$ cat config.mk
export PLATFORM = sky130hd
export DESIGN_NAME = rib_xbar
export DESIGN_NICKNAME = d
export VERILOG_FILES = /design/src/rtl/rib_pkg.sv /design/src/rtl/rib_arb.sv /design/src/rtl/rib_xbar.sv
export SDC_FILE = /design/constraint.sdc
export NUM_CORES = 1
export LEC_CHECK = 0
export ABC_AREA = 1
export CAP_MARGIN = 10
export CORE_AREA = 2 2 313 315
export DETAILED_ROUTE_END_ITERATION = 10
export DIE_AREA = 0 0 315 317
export GPL_ROUTABILITY_DRIVEN = 0
export PLACE_DENSITY = 0.37
export REMOVE_ABC_BUFFERS = 1
export SETUP_SLACK_MARGIN = 0.5
export SLEW_MARGIN = 20
export SYNTH_ARGS = -nofsm -noshare
export SYNTH_HDL_FRONTEND = slang
export SYNTH_SLANG_ARGS = --single-unit
$ cat constraint.sdc
create_clock -name clk -period 4.3 [get_ports clk]
set_input_delay 0.86 -clock clk [delete_from_list [all_inputs] [get_ports clk]]
set_output_delay 0.86 -clock clk [all_outputs]
set_load 0.05 [all_outputs]
$ cat src/rtl/rib_pkg.sv
// Shared constants and helpers for the RIB interconnect.
package rib_pkg;

   localparam logic RIB_REQ = 1'b1;
   localparam logic RIB_WE  = 1'b1;

   localparam int ARB_FIXED = 0;
   localparam int ARB_RR    = 1;

   // Bit width needed to hold values 0..n-1, never less than one bit.
   function automatic int rib_clog2(input int n);
      int r;
      r = 0;
      for (int v = 1; v < n; v = v * 2) r = r + 1;
      return (r < 1) ? 1 : r;
   endfunction

endpackage

$ cat src/rtl/rib_arb.sv
// Request arbiter: fixed priority (highest index wins) or round-robin from a start pointer.
module rib_arb
   import rib_pkg::*;
#(
   parameter int NUM_M    = 3,
   parameter int ARB_MODE = ARB_FIXED,
   parameter int IDW      = rib_clog2(NUM_M)
) (
   input  logic [NUM_M-1:0] i_req,
   input  logic [IDW-1:0]   i_rr_ptr,
   output logic [NUM_M-1:0] o_gnt_oh,
   output logic [IDW-1:0]   o_gnt_id,
   output logic             o_gnt_v
);

   int w_start;

   // Scan downward: fixed mode keeps the first hit (highest index),
   // round-robin keeps the last hit (closest at/above the pointer).
   always_comb begin
      o_gnt_id = '0;
      o_gnt_v  = 1'b0;
      o_gnt_oh = '0;
      w_start  = (ARB_MODE == ARB_RR) ? int'(i_rr_ptr) : 0;
      for (int i = NUM_M - 1; i >= 0; i--) begin
         if (i_req[(w_start + i) % NUM_M] && (ARB_MODE == ARB_RR || !o_gnt_v)) begin
            o_gnt_id = IDW'((w_start + i) % NUM_M);
            o_gnt_v  = 1'b1;
         end
      end
      for (int k = 0; k < NUM_M; k++)
         o_gnt_oh[k] = o_gnt_v && (o_gnt_id == IDW'(k));
   end

endmodule

$ cat src/rtl/rib_xbar.sv
// Parametrised RIB interconnect: NUM_M masters to NUM_S slaves, one transfer in flight,
// with grant locking for multi-cycle slaves, starvation release and decode-error response.
module rib_xbar
   import rib_pkg::*;
#(
   parameter int            NUM_M    = 3,
   parameter int            NUM_S    = 5,
   parameter int            AW       = 32,
   parameter int            DW       = 32,
   parameter int            SEL_W    = 4,
   parameter int            ARB_MODE = ARB_FIXED,
   parameter int            MAX_HOLD = 16,
   parameter logic [DW-1:0] ERR_DATA = 32'hdeadbeef
) (
   input  logic                clk,
   input  logic                rst,
   input  logic [NUM_M*AW-1:0] m_addr_i,
   input  logic [NUM_M*DW-1:0] m_data_i,
   input  logic [NUM_M-1:0]    m_req_i,
   input  logic [NUM_M-1:0]    m_we_i,
   output logic [NUM_M*DW-1:0] m_data_o,
   output logic [NUM_M-1:0]    m_ack_o,
   output logic [NUM_M-1:0]    hold_o,
   output logic                err_o,
   output logic [NUM_S*AW-1:0] s_addr_o,
   output logic [NUM_S*DW-1:0] s_data_o,
   output logic [NUM_S-1:0]    s_req_o,
   output logic [NUM_S-1:0]    s_we_o,
   input  logic [NUM_S*DW-1:0] s_data_i,
   input  logic [NUM_S-1:0]    s_ack_i
);

   localparam int IDW = rib_clog2(NUM_M);
   localparam int HCW = rib_clog2(MAX_HOLD + 1);

   logic             r_lock_v;
   logic [IDW-1:0]   r_lock_id;
   logic [IDW-1:0]   r_rr_ptr;
   logic [HCW-1:0]   r_hold_cnt;

   logic [NUM_M-1:0] w_arb_oh;
   logic [IDW-1:0]   w_arb_id;
   logic             w_arb_v;
   logic [NUM_M-1:0] w_gnt_oh;
   logic [IDW-1:0]   w_gnt_id;
   logic             w_gnt_v;
   logic [AW-1:0]    w_g_addr;
   logic [DW-1:0]    w_g_wdata;
   logic             w_g_req;
   logic             w_g_we;
   logic             w_act;
   logic [SEL_W-1:0] w_sel;
   logic             w_dec_ok;
   logic             w_s_ack;
   logic [DW-1:0]    w_s_rdata;
   logic             w_m_ack;
   logic [DW-1:0]    w_rdata;
   logic             w_others;
   logic             w_expire;

   function automatic logic [IDW-1:0] f_next(input logic [IDW-1:0] id);
      return (int'(id) == NUM_M - 1) ? '0 : id + 1'b1;
   endfunction

   rib_arb #(.NUM_M(NUM_M), .ARB_MODE(ARB_MODE), .IDW(IDW)) u_arb (
      .i_req    (m_req_i),
      .i_rr_ptr (r_rr_ptr),
      .o_gnt_oh (w_arb_oh),
      .o_gnt_id (w_arb_id),
      .o_gnt_v  (w_arb_v)
   );

   assign w_gnt_v  = r_lock_v | w_arb_v;
   assign w_gnt_id = r_lock_v ? r_lock_id : w_arb_id;

   always_comb begin
      w_gnt_oh  = '0;
      w_g_addr  = '0;
      w_g_wdata = '0;
      w_g_req   = 1'b0;
      w_g_we    = 1'b0;
      for (int k = 0; k < NUM_M; k++) begin
         w_gnt_oh[k] = r_lock_v ? (r_lock_id == IDW'(k)) : w_arb_oh[k];
         if (w_gnt_oh[k]) begin
            w_g_addr  = m_addr_i[k*AW +: AW];
            w_g_wdata = m_data_i[k*DW +: DW];
            w_g_req   = m_req_i[k];
            w_g_we    = m_we_i[k];
         end
      end
   end

   // A locked owner that dropped its request is not a transfer this cycle.
   assign w_act    = w_gnt_v & (w_g_req == RIB_REQ);
   assign w_sel    = w_g_addr[AW-1 -: SEL_W];
   assign w_dec_ok = int'(w_sel) < NUM_S;
   assign w_others = |(m_req_i & ~w_gnt_oh);

   always_comb begin
      s_req_o   = '0;
      s_we_o    = '0;
      s_addr_o  = '0;
      s_data_o  = '0;
      w_s_ack   = 1'b0;
      w_s_rdata = '0;
      for (int j = 0; j < NUM_S; j++) begin
         if (w_act) begin
            s_addr_o[j*AW +: AW] = w_g_addr;
            s_data_o[j*DW +: DW] = w_g_wdata;
         end
         if (w_act && w_sel == SEL_W'(j)) begin
            s_req_o[j] = RIB_REQ;
            s_we_o[j]  = (w_g_we == RIB_WE);
            w_s_ack    = s_ack_i[j];
            w_s_rdata  = s_data_i[j*DW +: DW];
         end
      end
   end

   assign w_m_ack = w_act & (w_dec_ok ? w_s_ack : 1'b1);
   assign w_rdata = w_dec_ok ? w_s_rdata : ERR_DATA;
   assign err_o   = w_act & ~w_dec_ok;

   always_comb begin
      m_ack_o  = '0;
      m_data_o = '0;
      hold_o   = '0;
      for (int k = 0; k < NUM_M; k++) begin
         m_ack_o[k] = w_m_ack & w_gnt_oh[k];
         hold_o[k]  = m_req_i[k] & ~w_gnt_oh[k];
         if (w_act && w_gnt_oh[k]) m_data_o[k*DW +: DW] = w_rdata;
      end
   end

   assign w_expire = (ARB_MODE == ARB_RR) && (MAX_HOLD != 0) && r_lock_v && w_others &&
                     (r_hold_cnt == HCW'(MAX_HOLD - 1));

   // Ack takes precedence over starvation expiry; the counter saturates when unused.
   always_ff @(posedge clk) begin
      if (rst) begin
         r_lock_v   <= 1'b0;
         r_lock_id  <= '0;
         r_rr_ptr   <= '0;
         r_hold_cnt <= '0;
      end else if (w_m_ack) begin
         r_lock_v   <= 1'b0;
         r_hold_cnt <= '0;
         if (ARB_MODE == ARB_RR) r_rr_ptr <= f_next(w_gnt_id);
      end else if (w_act) begin
         if (w_expire) begin
            r_lock_v   <= 1'b0;
            r_hold_cnt <= '0;
            r_rr_ptr   <= f_next(r_lock_id);
         end else begin
            r_lock_v  <= 1'b1;
            r_lock_id <= w_gnt_id;
            if (r_lock_v && w_others && !(&r_hold_cnt)) r_hold_cnt <= r_hold_cnt + 1'b1;
         end
      end else begin
         r_lock_v   <= 1'b0;
         r_hold_cnt <= '0;
      end
   end

endmodule

==> metrics.txt, run 1 <==
min-delay worst type=reg -> reg; share of cells above drive strength 1=54.3%; Setup Slack @ Placement=-0.229 ns; crit start category=input pin; largest net degree at the start of global routing=64; status=complete, no violations; sequential share of the synthesized area=1.08%; Synth Cell Area=5570 sq um; Hold Crit Depth=4; multiplexer share of the synthesized area=0%; #FFs+latches synth=3; CTS tree=built; final-report hold violation count=0; Reg-to-Reg Start=r_lock_v; GRT Overall Usage=11.8%; vias per cell=3.16; Slew Limit Headroom=37.5%; top cell type's share of synthesized area=35.6%; area of the multi-input gates=4150 sq um; Starting Density=5.79%; PnR Total Power=4810 uW; Static Leak=0.00748 uW; Max rail drop VDD=0.177 mV; vias in the first global route=9,435; Worst Tran Pin Value=0.937 ns; Clock transition at path regs=0.03 ns; synth top area cells=buf_4 (36%), nand2_1 (13%), a22o_1 (8.6%); Synth Instances=930; Critical Path Max Stage Delay=0.37 ns; yosys warns=0; number of vias in the routed layout=9,046; Required @ worst endpoint=3.44 ns; reg2reg setup slack=1.79 ns; Max Cap Viol=0; Clk Latency, worst-skew pair=0.22 ns; DP HPWL=55,200 um; crit path capture type=output pin; most frequent cells in the layout=buf_4 (401), clkdlybuf4s50_1 (349), buf_12 (154); fin util=17.3%; PwrDens=289 nW/um^2; initial antenna violation count=39; reg2reg end=r_lock_id[1]; IO Count=798; Clock H-tree levels=1; Area Overhead vs Synth=198%; CP Class=in -> out; most common cell after layout, fill and taps aside=buf_4; CTS sink cnt=3; root buffer cell=clkbuf_16; final antenna-violating net count=0; first-pass GRT wire length=81,200 um; cts bufs inserted=3; placed cell areas=14,700 sq um; DIE WIDTH=315 um; Core Region=96,300 sq um; Finish-stage setup viols=0; Post-Synth XOR/XNOR Area=0%; Slew Limit Fails=0; Std-Cell Rows=114; Worst Reg2Reg Path Length in Cells=15; WL/cell=22.8 um; GRT overflow=0; hold wc startpoint=r_lock_id[0]; IO buf count=797; Netlist cell types=32; slowest CP cell=a211oi_4; Worst Setup Slack, final=0.490 ns; routed wire length=65,400 um; Final Cycle Share=88.6%; Hold-fix buffers, CTS=0; CTS max path bufs=2; Die ar.=99,900 sq um; synthesized area per cell=5.99 sq um; arrival time worst endpoint=2.95 ns; Register Area=60.1 sq um; clk_skew=0.0000967 ns; DIE HEIGHT=317 um; simple logic cell fraction of the synthesized area=29.0%; Pre-antenna DRT Iters=5; Hold Path End=r_lock_id[0]; CP most frequent cell=nand2_4; compound-cell area share of the yosys netlist=24.8%; RSZ-0062 raised after global routing=yes; CP max FO=7; Critical Path, Cell by Cell=buf_6, inv_4, nor2_4, nand2_4, nand2_8, nand2_4, nand3_4, buf_6, nand2_4, buf_6, nor2_4, nand2_4, inv_8, buf_12, buf_12, a211oi_4, nor2_2, clkbuf_16; fillers=10,900; Total Neg Setup Slack=0 ns; Iter 0 DRT Violations=356; Synth area leader=buf_4; cell area after layout=16,600 sq um; Min Clock Period, post-route=3.81 ns; Adder-Cell Fraction of Synth Area=0%; main combinational cell family by area after synthesis=buffers and inverters; Final nets=1,950; Residual DRC=0; Highest Clock Rate=0.262 GHz
==> critical path: cells and delay by family <==
kind	cells	cell delay [ns]
simple gates	9	0.67
buf+inv	8	0.98
compound gates	1	0.37
==> flip-flops by register name (all words and copies together) (netlist names) <==
register	flops
r_lock_id	2
r_lock_v	1
==> per-stage QoR <==
stage	hold slack, ns	instances
2_1_floorplan	0.525	621
3_3_place_gp	0.550	2808
3_5_place_dp	0.570	2808
4_1_cts	0.591	2848
5_1_grt	0.615	2861
6_report	0.604	2865
==> routing by layer <==
| layer | GRT usage, % | wire length (um) | vias up |
|---|---|---|---|
| li1 | - | - | 4071 |
| met1 | 14.2 | 25900 | 4341 |
| met2 | 20.5 | 32200 | 520 |
| met3 | 4.47 | 6340 | 72 |
| met4 | 0.877 | 689 | 42 |
| met5 | 0 | 257 | - |
==> synthesized netlist by cell type (all sizes together) <==
| library cell | n |
|---|---|
| o21ai | 2 |
| o22ai | 7 |
| dfxtp | 3 |
| clkinv | 1 |
| buf | 281 |
| a22oi | 60 |
| nand4 | 4 |
| a211oi | 24 |
| inv | 86 |
| nand2 | 210 |
| nand3 | 46 |
| a221o | 1 |
| nor2 | 115 |
| a21oi | 5 |
| nor3 | 2 |
| a22o | 55 |
| clkbuf | 28 |
==> cell type report <==
cell class	instances	area share (%)
Timing Repair Buffer	959	62.4
Inverter	87	2.17
Sequential cell	3	0.361
Antenna cell	5	0.0752
Clock buffer	4	0.474
Multi-Input combinational cell	531	24.9
Tap cell	1276	9.60
==> how the worst max path moves through the flow <==
stage / from / endpoint / slack [ns]
2_1_floorplan: m_req_i[0] / m_ack_o[0] / -2.31
3_3_place_gp: m_req_i[0] / s_addr_o[51] / -0.25
3_5_place_dp: m_req_i[0] / s_addr_o[147] / -0.23
4_1_cts: m_req_i[0] / m_data_o[51] / 0.45
5_1_grt: m_req_i[1] / m_data_o[46] / 0.40
6_report: m_req_i[0] / m_data_o[42] / 0.49
==> where the power goes <==
| part | total, uW | leakage [uW] | internal (uW) | switching (uW) |
|---|---|---|---|---|
| Clock | 148 | 0.0000382 | 122 | 25.4 |
| Sequential | 36.8 | 0.0000246 | 32.6 | 4.25 |
| Combinational | 4620 | 0.00741 | 1700 | 2930 |
==> kinds of logic (layout without fill, tap and decap cells) <==
| family | after synthesis | in the layout |
|---|---|---|
| and+or+nand+nor | 377 | 377 |
| AOI/OAI and AO/OA | 154 | 154 |
| other | 0 | 5 |
| DFF | 3 | 3 |
| buffers and inverters | 396 | 1050 |
==> repair_timing <==
action / CTS / global route
gates resized for setup: 258 / 123
buffers inserted: 30 / 7
pin swaps: 54 / 55
cloned: 6 / 5
setup endpoints to repair: 411 / 118
endpoints found under the hold margin: 0 / 0
(Power assumes the default switching activity.)
==> run 2: changes to the inputs <==
--- a/config.mk
+++ b/config.mk
@@ -6,7 +6,7 @@
 export NUM_CORES = 1
 export LEC_CHECK = 0
 export ABC_AREA = 1
-export CAP_MARGIN = 10
+export CAP_MARGIN = 20
 export CORE_AREA = 2 2 313 315
 export DETAILED_ROUTE_END_ITERATION = 10
 export DIE_AREA = 0 0 315 317
==> results of run 2 <==
Same layout as run 1: the final DEF is identical, and so are final timing and power.
